==> src/rtl/dvi_in_timing_tracker.sv <==
// Pixel-clock timing tracker for the DVI input path: registers the decoded stream and
// derives pixel/row/frame events, active width/height, lock, stability and sync timeout.
module dvi_in_timing_tracker #(
    parameter logic VSYNC_POL      = 1'b1,
    parameter int   TIMEOUT_CYCLES = 2000000,
    parameter int   CNT_W          = 12
) (
    input  logic             pclk1x,
    input  logic             rst_ps,
    input  logic             channels_locked,
    input  logic             de_i,
    input  logic             hsync_i,
    input  logic             vsync_i,
    input  logic [7:0]       red_i,
    input  logic [7:0]       green_i,
    input  logic [7:0]       blue_i,
    output logic [7:0]       red,
    output logic [7:0]       green,
    output logic [7:0]       blue,
    output logic             is_video_data,
    output logic             row_complete,
    output logic             frame_complete,
    output logic [CNT_W-1:0] cx,
    output logic [CNT_W-1:0] cy,
    output logic             hsync_o,
    output logic             locked_o,
    output logic             stable_o,
    output logic             signal_lost_o
);

    localparam int               TO_W    = $clog2(TIMEOUT_CYCLES + 1);
    localparam logic [TO_W-1:0]  TO_LAST = TO_W'(TIMEOUT_CYCLES - 1);
    localparam logic [TO_W-1:0]  TO_MAX  = TO_W'(TIMEOUT_CYCLES);
    localparam logic [CNT_W-1:0] CNT_MAX = '1;

    typedef enum logic {
        SEARCH       = 1'b0,
        ACTIVE_FRAME = 1'b1
    } state_t;

    state_t           state_q, state_d;
    logic [7:0]       red_q, red_d;
    logic [7:0]       green_q, green_d;
    logic [7:0]       blue_q, blue_d;
    logic             de_d_q, de_d_d;
    logic             vsync_d_q, vsync_d_d;
    logic             hsync_q, hsync_d;
    logic             row_complete_q, row_complete_d;
    logic             frame_complete_q, frame_complete_d;
    logic [CNT_W-1:0] pcnt_q, pcnt_d;
    logic [CNT_W-1:0] cx_q, cx_d;
    logic [CNT_W-1:0] cy_q, cy_d;
    logic [CNT_W-1:0] cx_prev_q, cx_prev_d;
    logic [CNT_W-1:0] cy_prev_q, cy_prev_d;
    logic             stable_q, stable_d;
    logic             lost_q, lost_d;
    logic [TO_W-1:0]  to_q, to_d;

    logic active;
    logic de_fall;
    logic vs_lead;
    logic timeout_hit;
    logic cy_inc;

    assign active      = (state_q == ACTIVE_FRAME);
    assign de_fall     = de_d_q & ~de_i;
    assign vs_lead     = (vsync_d_q != VSYNC_POL) && (vsync_i == VSYNC_POL);
    assign timeout_hit = active && !vs_lead && (to_q >= TO_LAST);

    always_comb begin
        state_d          = state_q;
        red_d            = red_i;
        green_d          = green_i;
        blue_d           = blue_i;
        de_d_d           = de_i;
        vsync_d_d        = vsync_i;
        hsync_d          = hsync_i;
        row_complete_d   = de_fall & active;
        frame_complete_d = vs_lead & active;
        pcnt_d           = pcnt_q;
        cx_d             = cx_q;
        cy_d             = cy_q;
        cx_prev_d        = cx_prev_q;
        cy_prev_d        = cy_prev_q;
        stable_d         = stable_q;
        lost_d           = lost_q;
        to_d             = to_q;
        cy_inc           = 1'b0;

        case (state_q)
            SEARCH:       if (vs_lead && channels_locked) state_d = ACTIVE_FRAME;
            ACTIVE_FRAME: if (timeout_hit) state_d = SEARCH;
            default:      state_d = SEARCH;
        endcase
        if (!channels_locked) state_d = SEARCH;

        if (de_fall) begin
            cx_d   = pcnt_q;
            pcnt_d = '0;
        end else if (de_i && pcnt_q != CNT_MAX) begin
            pcnt_d = pcnt_q + 1'b1;
        end

        // A final line ending on the frame boundary is counted now, so the snapshot includes it.
        cy_inc = row_complete_q | (vs_lead & de_fall & active);
        if (frame_complete_q) begin
            cy_d = '0;
        end else if (cy_inc && cy_q != CNT_MAX) begin
            cy_d = cy_q + 1'b1;
        end

        if (frame_complete_q) begin
            stable_d  = (cx_q == cx_prev_q) && (cy_q == cy_prev_q);
            cx_prev_d = cx_q;
            cy_prev_d = cy_q;
            lost_d    = 1'b0;
        end
        if (!channels_locked) stable_d = 1'b0;
        if (timeout_hit) lost_d = 1'b1;

        if (vs_lead) begin
            to_d = '0;
        end else if (to_q != TO_MAX) begin
            to_d = to_q + 1'b1;
        end

        if (active && state_d == SEARCH) begin
            pcnt_d = '0;
            cx_d   = '0;
            cy_d   = '0;
        end
    end

    always_ff @(posedge pclk1x or posedge rst_ps) begin
        if (rst_ps) begin
            state_q          <= SEARCH;
            red_q            <= '0;
            green_q          <= '0;
            blue_q           <= '0;
            de_d_q           <= 1'b0;
            vsync_d_q        <= 1'b0;
            hsync_q          <= 1'b0;
            row_complete_q   <= 1'b0;
            frame_complete_q <= 1'b0;
            pcnt_q           <= '0;
            cx_q             <= '0;
            cy_q             <= '0;
            cx_prev_q        <= '0;
            cy_prev_q        <= '0;
            stable_q         <= 1'b0;
            lost_q           <= 1'b0;
            to_q             <= '0;
        end else begin
            state_q          <= state_d;
            red_q            <= red_d;
            green_q          <= green_d;
            blue_q           <= blue_d;
            de_d_q           <= de_d_d;
            vsync_d_q        <= vsync_d_d;
            hsync_q          <= hsync_d;
            row_complete_q   <= row_complete_d;
            frame_complete_q <= frame_complete_d;
            pcnt_q           <= pcnt_d;
            cx_q             <= cx_d;
            cy_q             <= cy_d;
            cx_prev_q        <= cx_prev_d;
            cy_prev_q        <= cy_prev_d;
            stable_q         <= stable_d;
            lost_q           <= lost_d;
            to_q             <= to_d;
        end
    end

    assign red            = red_q;
    assign green          = green_q;
    assign blue           = blue_q;
    assign is_video_data  = de_d_q & active;
    assign row_complete   = row_complete_q;
    assign frame_complete = frame_complete_q;
    assign cx             = cx_q;
    assign cy             = cy_q;
    assign hsync_o        = hsync_q;
    assign locked_o       = active;
    assign stable_o       = stable_q;
    assign signal_lost_o  = lost_q;

endmodule

==> config.mk <==
export PLATFORM = sky130hd
export DESIGN_NAME = dvi_in_timing_tracker
export DESIGN_NICKNAME = d
export VERILOG_FILES = /design/src/rtl/dvi_in_timing_tracker.sv
export SDC_FILE = /design/constraint.sdc
export NUM_CORES = 1
export LEC_CHECK = 0
export CAP_MARGIN = 20
export CORE_UTILIZATION = 45
export CTS_BUF_LIST = sky130_fd_sc_hd__clkbuf_8
export DETAILED_ROUTE_END_ITERATION = 8
export GPL_TIMING_DRIVEN = 0
export PLACE_DENSITY = 0.69
export SETUP_SLACK_MARGIN = 0.5
export SLEW_MARGIN = 40
export SYNTH_ARGS = -nofsm -noshare
export SYNTH_HDL_FRONTEND = slang
export SYNTH_SLANG_ARGS = --single-unit
==> constraint.sdc <==
create_clock -name pclk1x -period 3.9 [get_ports pclk1x]
set_input_delay 0.585 -clock pclk1x [delete_from_list [all_inputs] [get_ports pclk1x]]
set_output_delay 0.585 -clock pclk1x [all_outputs]
set_load 0.05 [all_outputs]
==> metrics.md <==
| Metric | Value |
|---|---|
| Outcome | `completed` |
| Slew HR | `0.479` |
| Core Util, Final | `0.605` |
| Worst endpoint required time | `4.17 ns` |
| Setup TNS Final | `0 ns` |
| DRC errors left | `0` |
| RSZ-0062 raised after global routing | `false` |
| DP Wirelength | `8230 µm` |
| Root Driver | `clkbuf_8` |
| Gr usage total | `0.220` |
| First-pass GRT wire length | `19200 µm` |
| Maximum vdd drop | `0.315 mV` |
| Max Cap Viol | `0` |
| GRT met1 Usage | `0.285` |
| Resized cells post-CTS | `0` |
| Grt ovf | `0` |
| Worst setup SP type | `register` |
| Leak | `2.77 nW` |
| Crit Path Class | `reg -> reg` |
| Met2 usage | `0.350` |
| Tot Pwr | `2.78 mW` |
| Setup Skew | `between 0.01 and 0.015 ns` |
| Share of layout cells above drive strength 1 | `0.118` |
| Final ANT Viol Nets | `0` |
| Worst skew pair latency | `0.42 ns` |
| FF-to-FF setup slack | `1.35 ns` |
| WL final | `11400 µm` |
| Critical Path Sink Type | `register` |
| P&R area growth vs syn | `30.7%` |
| Placed inst area | `6200 µm²` |
| Met3 GRT Util | `0.0605` |
| Fin nets | `581` |
| Hold buffers post-CTS | `0` |
| GR peak layer | `met2` |
| Final setup fails | `0` |
| Area of the multi-input gates | `slightly above 2000 µm²` |
| H-Tree Depth | `4` |
| Final min period | `2.55 ns` |
| Slew @ Worst Pin | `0.781 ns` |
| Cell area after layout | `6590 µm²` |
| Port-buffer cells | `84` |
| Fill cells | `about 910` |
| Pwr per Cell Area | `422 nW/µm²` |
| Via/cell ratio | `5.37` |
| Chip Width | `approximately 110 µm` |
| Via count | `~3800` |
| Synth Warn # | `0` |
| Row count | `38` |
| Die ar. | `between 10000 and 15000 µm²` |
| WL/cell | `16.3 µm` |
| Core area | `10900 µm²` |
| RD Place Congestion | `0.813` |
| Hold Path Class | `reg -> reg` |
| Initial DRC Count | `218` |
| Synthesized area per cell | `11.5 µm²` |
| Vias in the first global route | `between 3000 and 4000` |
| Netlist Area Pre-Place | `5040 µm²` |
| Largest net degree at the start of global routing | `24` |
| Final period util | `0.653` |
| Clock slew at reported path FFs | `0.06 ns` |
| First-pass DRT Iterations | `5` |
| Final hold violation count | `0` |
| CTS Buf Count | `17` |
| Post-CTS setup buffer count | `0` |
| Seq. cell area | `approximately 2800 µm²` |
| Fmax | `0.393 GHz` |
| Maximum fanout along the worst path | `10` |
| Post-Synthesis Cells | `~440` |
| Critical Path AT | `2.82 ns` |
| Diode count | `0` |
| Max clock buf depth | `2` |
| Register area share after synthesis | `0.561` |
| Initial Util | `0.463` |
| Die H | `108 µm` |
| Cell variety after synth | `40` |
| Clock sink total | `113` |
| CTS tree | `built` |
| Total I/O pin count | `85` |
| Synthesis-stage register bit count | `113` |
| Syn nets | `473` |
| Antenna violations before repair | `0` |
| Max Slew Vio Count | `0` |
[area by class of cell]
| class | count | share of cell area |
|---|---|---|
| Timing Repair Buffer | 89 | 0.149 |
| Inverter | 13 | 0.00798 |
| Tap cell | 140 | 0.0266 |
| Clock inverter | 15 | 0.0234 |
| Clock buffer | 17 | 0.0355 |
| Buffer | 23 | 0.0165 |
| Multi-Input combinational cell | 290 | 0.312 |
| Sequential cell | 113 | 0.429 |
[registers in the layout, indices dropped and copies added (netlist names), 8 cells and up]
name	flops
to_q	21
cx	12
green	8
cy_prev_q	12
red	8
blue	8
pcnt_q	12
cx_prev_q	12
cy	12
[final timing paths]
| check | startpoint | end | depth (start not counted) |
|---|---|---|---|
| max reg2reg | to_q[11] | pcnt_q[3] | 6 |
| max | to_q[11] | pcnt_q[3] | 6 |
| min reg2reg | signal_lost_o | signal_lost_o | 1 |
| min in group asynchronous | rst_ps | blue[6] | 2 |
| max in group asynchronous | rst_ps | pcnt_q[1] | 6 |
| min | signal_lost_o | signal_lost_o | 1 |
[synth_stat cells (all sizes together)]
master,count,area share
a2111oi,1,0.0055
a211oi,2,0.0030
a21boi,1,0.0015
a21o,2,0.0032
a21oi,5,0.0050
a22oi,1,0.0015
a31oi,1,0.0012
a41oi,1,0.0055
and2,3,0.0037
and3,2,0.0025
and4,4,0.0070
buf,4,0.0074
clkbuf,19,0.014
dfrtp,113,0.56
ha,4,0.0099
inv,13,0.0097
mux2,24,0.054
mux2i,15,0.030
nand2,17,0.013
nand3,18,0.018
nand4,16,0.020
nor2,26,0.021
nor2b,2,0.0025
nor3,33,0.033
nor3b,2,0.0030
nor4,30,0.037
o211ai,1,0.0015
o21a,1,0.0015
o21ai,8,0.0079
o21bai,1,0.0015
o311ai,1,0.0017
o31ai,1,0.0015
or3,8,0.0099
or4,3,0.0052
xnor2,41,0.071
xor2,15,0.026
[cell families after synthesis]
group                      Yosys count  share of synthesized area
adders and majority gates            4                    0.00993
buffers and inverters               36                     0.0313
DFF                                113                      0.561
AOI/OAI and AO/OA                   27                     0.0420
xor gates and xnor gates            56                     0.0973
muxes                               39                     0.0834
and+or+nand+nor                    164                      0.175
[per-layer routing]
layer  up-vias  share of wire
met4         0          0.014
met3        13          0.055
li1       1784              -
met1      1851           0.45
met2       112           0.48
met5         -              0
[cells in the final DEF, fill, tap and decap left out, types with 2 or more instances in the layout]
cell             netlist  routed
dfrtp_1              113     113
clkdlybuf4s50_1        0      84
xnor2_1               41      41
nor3_1                33      33
nor4_1                30      30
nor2_1                25      25
mux2_2                24      24
clkbuf_1              19      19
nand3_1               18      18
nand2_1               17      17
clkbuf_8               0      17
nand4_1               16      16
inv_1                 13      16
mux2i_1               15      15
xor2_1                15      15
o21ai_0                8       8
or3_1                  8       8
a21oi_1                5       5
clkinv_2               0       5
buf_16                 0       5
and4_1                 4       4
ha_1                   4       4
buf_6                  3       3
and2_1                 3       3
clkinvlp_4             0       3
bufinv_16              0       3
and3_1                 2       2
nor2b_1                2       2
nor3b_1                2       2
a211oi_1               2       2
or4_1                  2       2
[critical path, cell delays in order, from the launching register on]
cell and delay [ns]:
dfrtp_1 0.45, or4_4 0.59, nor2_4 0.13, a41oi_4 0.13
a2111oi_4 0.77, buf_6 0.25, a211oi_1 0.07
[power by group]
group          internal, mW  total [mW]  leakage [nW]  switching, mW
clock network         0.616        1.07         0.210          0.457
logic                 0.164       0.397          1.06          0.232
registers              1.24        1.31          1.50         0.0737
[stage by stage]
step / hold WS [ns] / cells / worst slack (ns)
3_5_place_dp: 0.484 / 668 / 0.980
4_1_cts: 0.499 / 700 / 1.37
2_1_floorplan: 0.501 / 439 / 1.69
3_3_place_gp: 0.468 / 663 / 0.872
5_1_grt: 0.527 / 700 / 1.28
6_report: 0.492 / 700 / 1.35
(Power assumes the default switching activity.)
